[src/rtl/sn74ls_dff_bank_if.sv]
// Pin bundle for sn74ls_dff_bank: chip-side clock/data/preset/clear inputs
// and the registered q/qn/cap outputs.
interface sn74ls_dff_bank_if #(
  parameter int CHANNELS = 2,
  parameter int WIDTH    = 1
);
  logic [CHANNELS-1:0]       tclk;
  logic [CHANNELS*WIDTH-1:0] d;
  logic [CHANNELS-1:0]       prn;
  logic [CHANNELS-1:0]       clrn;
  logic [CHANNELS*WIDTH-1:0] q;
  logic [CHANNELS*WIDTH-1:0] qn;
  logic [CHANNELS-1:0]       cap;

  modport master (output tclk, d, prn, clrn, input q, qn, cap);
  modport slave  (input tclk, d, prn, clrn, output q, qn, cap);
endinterface

[src/rtl/sn74ls_dff_bank.sv]
// Bank of 74LS74-style D registers whose chip clocks are sampled as data and edge-detected
// on clk. Optional macro SN74LS_DFF_BOTH_ACTIVE_EN models the clear+preset both-high quirk.
module sn74ls_dff_bank #(
  parameter int CHANNELS     = 2,
  parameter int WIDTH        = 1,
  parameter int SYNC_STAGES  = 0,
  parameter int FALLING_EDGE = 0
) (
  input  logic               clk,
  input  logic               reset,
  sn74ls_dff_bank_if.slave   bus
);

  localparam int   NB      = CHANNELS * WIDTH;
  localparam logic ACT_LVL = (FALLING_EDGE != 0) ? 1'b0 : 1'b1;

  if (CHANNELS < 1 || WIDTH < 1 || SYNC_STAGES < 0 || SYNC_STAGES > 3) begin : g_param_check
    $error("sn74ls_dff_bank: CHANNELS>=1, WIDTH>=1 and SYNC_STAGES in 0..3 required");
  end

  logic [CHANNELS-1:0] tclk_eff;
  logic [CHANNELS-1:0] prn_eff;
  logic [CHANNELS-1:0] clrn_eff;
  logic [NB-1:0]       d_eff;

  if (SYNC_STAGES == 0) begin : g_nosync
    assign tclk_eff = bus.tclk;
    assign prn_eff  = bus.prn;
    assign clrn_eff = bus.clrn;
    assign d_eff    = bus.d;
  end else begin : g_sync
    logic [CHANNELS-1:0] tclk_sync_q [SYNC_STAGES];
    logic [CHANNELS-1:0] tclk_sync_d [SYNC_STAGES];
    logic [CHANNELS-1:0] prn_sync_q  [SYNC_STAGES];
    logic [CHANNELS-1:0] prn_sync_d  [SYNC_STAGES];
    logic [CHANNELS-1:0] clrn_sync_q [SYNC_STAGES];
    logic [CHANNELS-1:0] clrn_sync_d [SYNC_STAGES];
    logic [NB-1:0]       d_sync_q    [SYNC_STAGES];
    logic [NB-1:0]       d_sync_d    [SYNC_STAGES];

    // All four pin groups share one shift chain depth so d stays aligned with its tclk.
    always_comb begin
      tclk_sync_d[0] = bus.tclk;
      prn_sync_d[0]  = bus.prn;
      clrn_sync_d[0] = bus.clrn;
      d_sync_d[0]    = bus.d;
      for (int s = 1; s < SYNC_STAGES; s++) begin
        tclk_sync_d[s] = tclk_sync_q[s-1];
        prn_sync_d[s]  = prn_sync_q[s-1];
        clrn_sync_d[s] = clrn_sync_q[s-1];
        d_sync_d[s]    = d_sync_q[s-1];
      end
    end

    always_ff @(posedge clk) begin
      if (reset) begin
        for (int s = 0; s < SYNC_STAGES; s++) begin
          tclk_sync_q[s] <= {CHANNELS{ACT_LVL}};
          prn_sync_q[s]  <= {CHANNELS{1'b1}};
          clrn_sync_q[s] <= {CHANNELS{1'b1}};
          d_sync_q[s]    <= {NB{1'b0}};
        end
      end else begin
        for (int s = 0; s < SYNC_STAGES; s++) begin
          tclk_sync_q[s] <= tclk_sync_d[s];
          prn_sync_q[s]  <= prn_sync_d[s];
          clrn_sync_q[s] <= clrn_sync_d[s];
          d_sync_q[s]    <= d_sync_d[s];
        end
      end
    end

    assign tclk_eff = tclk_sync_q[SYNC_STAGES-1];
    assign prn_eff  = prn_sync_q[SYNC_STAGES-1];
    assign clrn_eff = clrn_sync_q[SYNC_STAGES-1];
    assign d_eff    = d_sync_q[SYNC_STAGES-1];
  end

  logic [CHANNELS-1:0] tprev_q, tprev_d;
  logic [CHANNELS-1:0] cap_q, cap_d;
  logic [NB-1:0]       q_q, q_d;
  logic [NB-1:0]       qn_q, qn_d;
  logic [CHANNELS-1:0] act_edge;
`ifdef SN74LS_DFF_BOTH_ACTIVE_EN
  logic [CHANNELS-1:0] both_q, both_d;
`endif

  assign act_edge = (FALLING_EDGE != 0) ? (~tclk_eff & tprev_q) : (tclk_eff & ~tprev_q);

  // Per-channel priority: clear, preset, pending both-release, active tclk edge, hold.
  always_comb begin
    tprev_d = tclk_eff;
    q_d     = q_q;
    qn_d    = qn_q;
    cap_d   = {CHANNELS{1'b0}};
`ifdef SN74LS_DFF_BOTH_ACTIVE_EN
    both_d  = {CHANNELS{1'b0}};
`endif
    for (int ch = 0; ch < CHANNELS; ch++) begin
`ifdef SN74LS_DFF_BOTH_ACTIVE_EN
      if (!clrn_eff[ch] && !prn_eff[ch]) begin
        q_d[ch*WIDTH +: WIDTH]  = {WIDTH{1'b1}};
        qn_d[ch*WIDTH +: WIDTH] = {WIDTH{1'b1}};
        both_d[ch]              = 1'b1;
      end else if (!clrn_eff[ch]) begin
        q_d[ch*WIDTH +: WIDTH]  = {WIDTH{1'b0}};
        qn_d[ch*WIDTH +: WIDTH] = {WIDTH{1'b1}};
      end else if (!prn_eff[ch]) begin
        q_d[ch*WIDTH +: WIDTH]  = {WIDTH{1'b1}};
        qn_d[ch*WIDTH +: WIDTH] = {WIDTH{1'b0}};
      end else if (both_q[ch]) begin
        // Both pins released on the same cycle: silicon settles cleared.
        q_d[ch*WIDTH +: WIDTH]  = {WIDTH{1'b0}};
        qn_d[ch*WIDTH +: WIDTH] = {WIDTH{1'b1}};
      end else if (act_edge[ch]) begin
        q_d[ch*WIDTH +: WIDTH]  = d_eff[ch*WIDTH +: WIDTH];
        qn_d[ch*WIDTH +: WIDTH] = ~d_eff[ch*WIDTH +: WIDTH];
        cap_d[ch]               = 1'b1;
      end else begin
        q_d[ch*WIDTH +: WIDTH]  = q_q[ch*WIDTH +: WIDTH];
        qn_d[ch*WIDTH +: WIDTH] = qn_q[ch*WIDTH +: WIDTH];
      end
`else
      if (!clrn_eff[ch]) begin
        q_d[ch*WIDTH +: WIDTH]  = {WIDTH{1'b0}};
        qn_d[ch*WIDTH +: WIDTH] = {WIDTH{1'b1}};
      end else if (!prn_eff[ch]) begin
        q_d[ch*WIDTH +: WIDTH]  = {WIDTH{1'b1}};
        qn_d[ch*WIDTH +: WIDTH] = {WIDTH{1'b0}};
      end else if (act_edge[ch]) begin
        q_d[ch*WIDTH +: WIDTH]  = d_eff[ch*WIDTH +: WIDTH];
        qn_d[ch*WIDTH +: WIDTH] = ~d_eff[ch*WIDTH +: WIDTH];
        cap_d[ch]               = 1'b1;
      end else begin
        q_d[ch*WIDTH +: WIDTH]  = q_q[ch*WIDTH +: WIDTH];
        qn_d[ch*WIDTH +: WIDTH] = qn_q[ch*WIDTH +: WIDTH];
      end
`endif
    end
  end

  // tprev resets to the active level so a tclk held active across reset is not an edge.
  always_ff @(posedge clk) begin
    if (reset) begin
      q_q     <= {NB{1'b0}};
      qn_q    <= {NB{1'b1}};
      cap_q   <= {CHANNELS{1'b0}};
      tprev_q <= {CHANNELS{ACT_LVL}};
`ifdef SN74LS_DFF_BOTH_ACTIVE_EN
      both_q  <= {CHANNELS{1'b0}};
`endif
    end else begin
      q_q     <= q_d;
      qn_q    <= qn_d;
      cap_q   <= cap_d;
      tprev_q <= tprev_d;
`ifdef SN74LS_DFF_BOTH_ACTIVE_EN
      both_q  <= both_d;
`endif
    end
  end

  assign bus.q   = q_q;
  assign bus.qn  = qn_q;
  assign bus.cap = cap_q;

endmodule

[src/flat_wrapper.sv]
// flat-port wrapper written by rule: the top's interface ports become plain ports
module sn74ls_dff_bank_flat 
#(
  parameter int CHANNELS     = 2,
  parameter int WIDTH        = 1,
  parameter int SYNC_STAGES  = 0,
  parameter int FALLING_EDGE = 0
)
  (clk, reset, bus_tclk, bus_d, bus_prn, bus_clrn, bus_q, bus_qn, bus_cap);
  sn74ls_dff_bank_if #(.CHANNELS(CHANNELS), .WIDTH(WIDTH)) bus_i ();
  input  logic clk;
  input  logic reset;
  input wire logic [$bits(bus_i.tclk)-1:0] bus_tclk;
  input wire logic [$bits(bus_i.d)-1:0] bus_d;
  input wire logic [$bits(bus_i.prn)-1:0] bus_prn;
  input wire logic [$bits(bus_i.clrn)-1:0] bus_clrn;
  output wire logic [$bits(bus_i.q)-1:0] bus_q;
  output wire logic [$bits(bus_i.qn)-1:0] bus_qn;
  output wire logic [$bits(bus_i.cap)-1:0] bus_cap;
  assign bus_i.tclk = bus_tclk;
  assign bus_i.d = bus_d;
  assign bus_i.prn = bus_prn;
  assign bus_i.clrn = bus_clrn;
  assign bus_q = bus_i.q;
  assign bus_qn = bus_i.qn;
  assign bus_cap = bus_i.cap;
  sn74ls_dff_bank #(.CHANNELS(CHANNELS), .WIDTH(WIDTH), .SYNC_STAGES(SYNC_STAGES), .FALLING_EDGE(FALLING_EDGE)) u_core (.clk(clk), .reset(reset), .bus(bus_i));
endmodule
[config.mk]
export PLATFORM = sky130hd
export DESIGN_NAME = sn74ls_dff_bank_flat
export DESIGN_NICKNAME = d
export VERILOG_FILES = /design/src/rtl/sn74ls_dff_bank_if.sv /design/src/rtl/sn74ls_dff_bank.sv /design/src/flat_wrapper.sv
export SDC_FILE = /design/constraint.sdc
export NUM_CORES = 1
export LEC_CHECK = 0
export ABC_AREA = 1
export CORE_AREA = 2 2 39 41
export CTS_BUF_LIST = sky130_fd_sc_hd__clkbuf_8
export DETAILED_ROUTE_END_ITERATION = 10
export DIE_AREA = 0 0 41 43
export PLACE_DENSITY = 0.49
export SYNTH_ARGS = -nofsm -noshare
export SYNTH_HDL_FRONTEND = slang
export SYNTH_SLANG_ARGS = --single-unit
[constraint.sdc]
create_clock -name clk -period 0.9 [get_ports clk]
set_input_delay 0.09 -clock clk [delete_from_list [all_inputs] [get_ports clk]]
set_output_delay 0.09 -clock clk [all_outputs]
set_load 0.05 [all_outputs]
Word-level counts from Yosys, hierarchy flattened
Index checks and enable logic that the tools add are counted.
{"block": "word_totals", "ff_bits": 8, "input_bits": 10, "output_inout_bits": 6, "wordCells": 31}
{"block": "op_classes", "eq_ne": 2, "n_mux": 10, "bitwise_logic": 8, "reduce_logical": 4}
{"operator": "$mux 1", "count": 10}
{"operator": "$not 1->1", "count": 6}
{"operator": "$reduce_or 3->1", "count": 2}
{"operator": "$ne 2x1->1 const B", "count": 2}
{"operator": "$reduce_or 2->1", "count": 2}
{"operator": "$and 2x2->2", "count": 1}
{"operator": "$not 2->2", "count": 1}

Depth between registers and ports, before layout
Gate-level depths: netlist of run 1.
{"block": "logic_depth", "depth_word": 4, "ltp_mapped": 5, "depth_no_buf": 5}

Worst setup path after synthesis of run 1
OpenSTA, ideal clock, no wires.
{"block": "synth_path", "kind": "reg2reg", "start": "reg u_core.bus.q[0] (netlist name)", "end": "reg u_core.q_q[0] (netlist: u_core.bus.q[0])", "setup_time_ps": 64, "arrival_ps": 909, "t_required_ps": 836, "path_slack_ps": -73, "path_stages_with_launch": 5, "path_buffers": 0, "period_less_slack_ps": 973, "cell_sequence": "dfxtp_1 inv_1 a21oi_1 nor2_1 nor2_1"}
{"item": "to (signal assigned)", "line_no": "sn74ls_dff_bank.sv:145", "text": "q_q <= {NB{1'b0}};"}
{"item": "to (signal assigned)", "line_no": "sn74ls_dff_bank.sv:153", "text": "q_q <= q_d;"}
{"item": "to (decl)", "line_no": "sn74ls_dff_bank.sv:81", "text": "logic [NB-1:0] q_q, q_d;"}

Worst setup path in the final report of run 1
{"block": "layout_path", "start": "reg u_core.qn_q[1] (netlist: u_core.bus.qn[1])", "end": "out bus_qn[1]"}
{"item": "from (decl)", "line_no": "sn74ls_dff_bank.sv:82", "text": "logic [NB-1:0] qn_q, qn_d;"}
{"item": "from (signal assigned)", "line_no": "sn74ls_dff_bank.sv:146", "text": "qn_q <= {NB{1'b1}};"}
{"item": "from (signal assigned)", "line_no": "sn74ls_dff_bank.sv:154", "text": "qn_q <= qn_d;"}
{"item": "to (decl)", "line_no": "flat_wrapper.sv:18", "text": "output wire logic [$bits(bus_i.qn)-1:0] bus_qn;"}
No word-level cell between the ends.

==> qor.yml, run 1 <==
required_ns: 0.81
globalRoute.totalOverflow: 0
yosys_register_bits: 8
internal_power_uw: 748
fin_ws_ns: 0.0584
drt-initial-drc-count: 2
clk_latency_ns: 0.23
fin_skew_ns: 0.000198
totalWireLength_um: 603
tightest_slew_ns: 0.158
ant_nets: 0
dieArea_mm2: 0.00176
core_area_mm2: 0.00138
grt_pass1_wl_mm: 1.04
drv_cap: 0
end_kind: "output port"
dp.final_hpwl_um: 459
cts.clk_slew.worst_paths_ns: 0.04
final_hold_viol_count: 0
clock-sinks: 8
status: "complete, no violations"
nFillCells: 149
p_comb_share_pct: 16.3
syn_avg_cell_area_um2: 7.78
seq_area_um2: 163
path_cells: "buf_12"
synthesis.area_um2: 288
met1_usage_pct: 9.00
yosysUniqueCellTypes: 9
use_met2_pct: 12.5
hp-start: "bus_prn[1]"
grt_max_degree: 6
timing.final.crit_period_ns: 0.842
first_global_vias: 286
critPathBufInv: 1
place_ws_ns: -0.100
r2r_start: "u_core.tprev_q[1]"
ctsResizeCount: 0
syn_to_final_growth_pct: 95.2
nets: 67
holdWs_ns: 0.428
ys_seq_area_share_pct: 55.7
start_util_pct: 20.8
syn_nets: 47
worstSetupStartpoint: "u_core.bus.qn[1]"
setup_tns_ns: 0
dr.pass1.iters: 4
cts_setup_buffers: 0
power_uw: 969
ios: 16
finish.utilization_pct: 40.6
grt_setup_unrepaired: "no"
mostFrequentLayoutCell: "clkdlybuf4s50_1"
yosysWarnings: 0
max_stage_delay_ns: 0.37
multi_input_area_um2: 105
vias_per_cell: 3.93
syn_inst: 37
die_width_um: 41
rows: 14
die-height_um: 43
critPathTopFamily: "flip-flops"
critPathMaxFanout: 2
swShare_pct: 22.8
clock_path_buffers: 2
slew_violations: 0
antenna_found_initial: 0
drc: 0
grt-busiest-layer: "met2"
setup_viol: 0
drive_above_1_share_pct: 23.6
n_antenna_cell: 0
power-per-cell-area_mw_per_mm2: 1720
place.gp.congestion: 0.645
p_leak_uw: 0.000255
clkPwrFrac_pct: 44.2
routedWlPerCell_um: 8.49
hp-class: "primary input to flop"
critical-path-slowest-cell: "dfxtp_1"
cts_root_buffer: "clkbuf_8"
arrival_ns: 0.75
ir_drop_mv: 1.11
cts-hold-fix-buffers: 0
pwr-share-seq_pct: 39.6
cts_tree: "yes"
port_buffers: 15
grtUsageMet3_pct: 9.95
cp-start-kind: "flop"
grt_use_total_pct: 9.94
max_freq_mhz: 1190
vias: 279
htree_levels: 1
max_slew_margin_pct: 89.4
period_share_pct: 93.5
cts_buffers: 3
worstSetupPathType: "flop to output port"
switching_power_uw: 221
==> layer usage <==
metal,up-vias,wire length [um]
li1,150,-
met1,112,255
met2,17,261
met3,0,86
met4,0,0
met5,-,0
==> cells by family after synthesis <==
group	count (synthesis)	share of synthesized area, %
buffers and inverters	6	7.83
flip-flops	8	55.7
AO/OA/AOI/OAI	6	11.3
AND/OR/NAND/NOR	17	25.2
==> cell usage after synthesis <==
cell / n / area [um^2]
o21bai_1: 1 / 7.51
nand3_1: 3 / 15.0
nand2_1: 6 / 22.5
or2_2: 2 / 12.5
a21oi_1: 4 / 20.0
dfxtp_1: 8 / 160
inv_1: 6 / 22.5
nor2_1: 6 / 22.5
o21ai_0: 1 / 5.00
==> sequential cells by signal, indices dropped and copies added (netlist names) <==
| signal | flops |
|---|---|
| u_core.tprev_q | 2 |
| u_core.bus.qn | 2 |
| u_core.bus.q | 2 |
| u_core.bus.cap | 2 |
==> worst paths after layout <==
path / endpoint / slack [ns] / cells past startpoint
worst max-delay path: bus_qn[1] / 0.06 / 1
worst min register to register: u_core.bus.cap[0] / 0.51 / 3
worst min-delay path: u_core.bus.cap[1] / 0.43 / 3
worst max register to register: u_core.bus.q[1] / 0.17 / 5
==> per-stage QoR <==
stage          std cells  cell area [um^2]
2_1_floorplan         37               290
6_report              71               562
5_1_grt               71               562
4_1_cts               71               562
3_5_place_dp          68               520
3_3_place_gp          68               520
==> power groups by stage <==
stage	clock network [uW]	logic, uW	registers (uW)
finish	428	158	383
detailed placement	0	159	389
global placement	0	159	390
global route	479	169	385
floorplan	0	31.7	419
CTS	454	159	384
==> layout make-up <==
type / instances / area share (%)
Clock buffer: 3 / 7.35
Inverter: 6 / 4.01
Multi-Input combinational cell: 23 / 18.7
Sequential cell: 8 / 29.0
Tap cell: 16 / 3.56
Timing Repair Buffer: 15 / 37.4
Power figures use the tool's default switching activity.
==> inputs of run 2 (changes only) <==
- CTS_CLUSTER_DIAMETER: unset -> 100
==> results of run 2 <==
Final layout, timing and power as in run 1 (identical DEF).
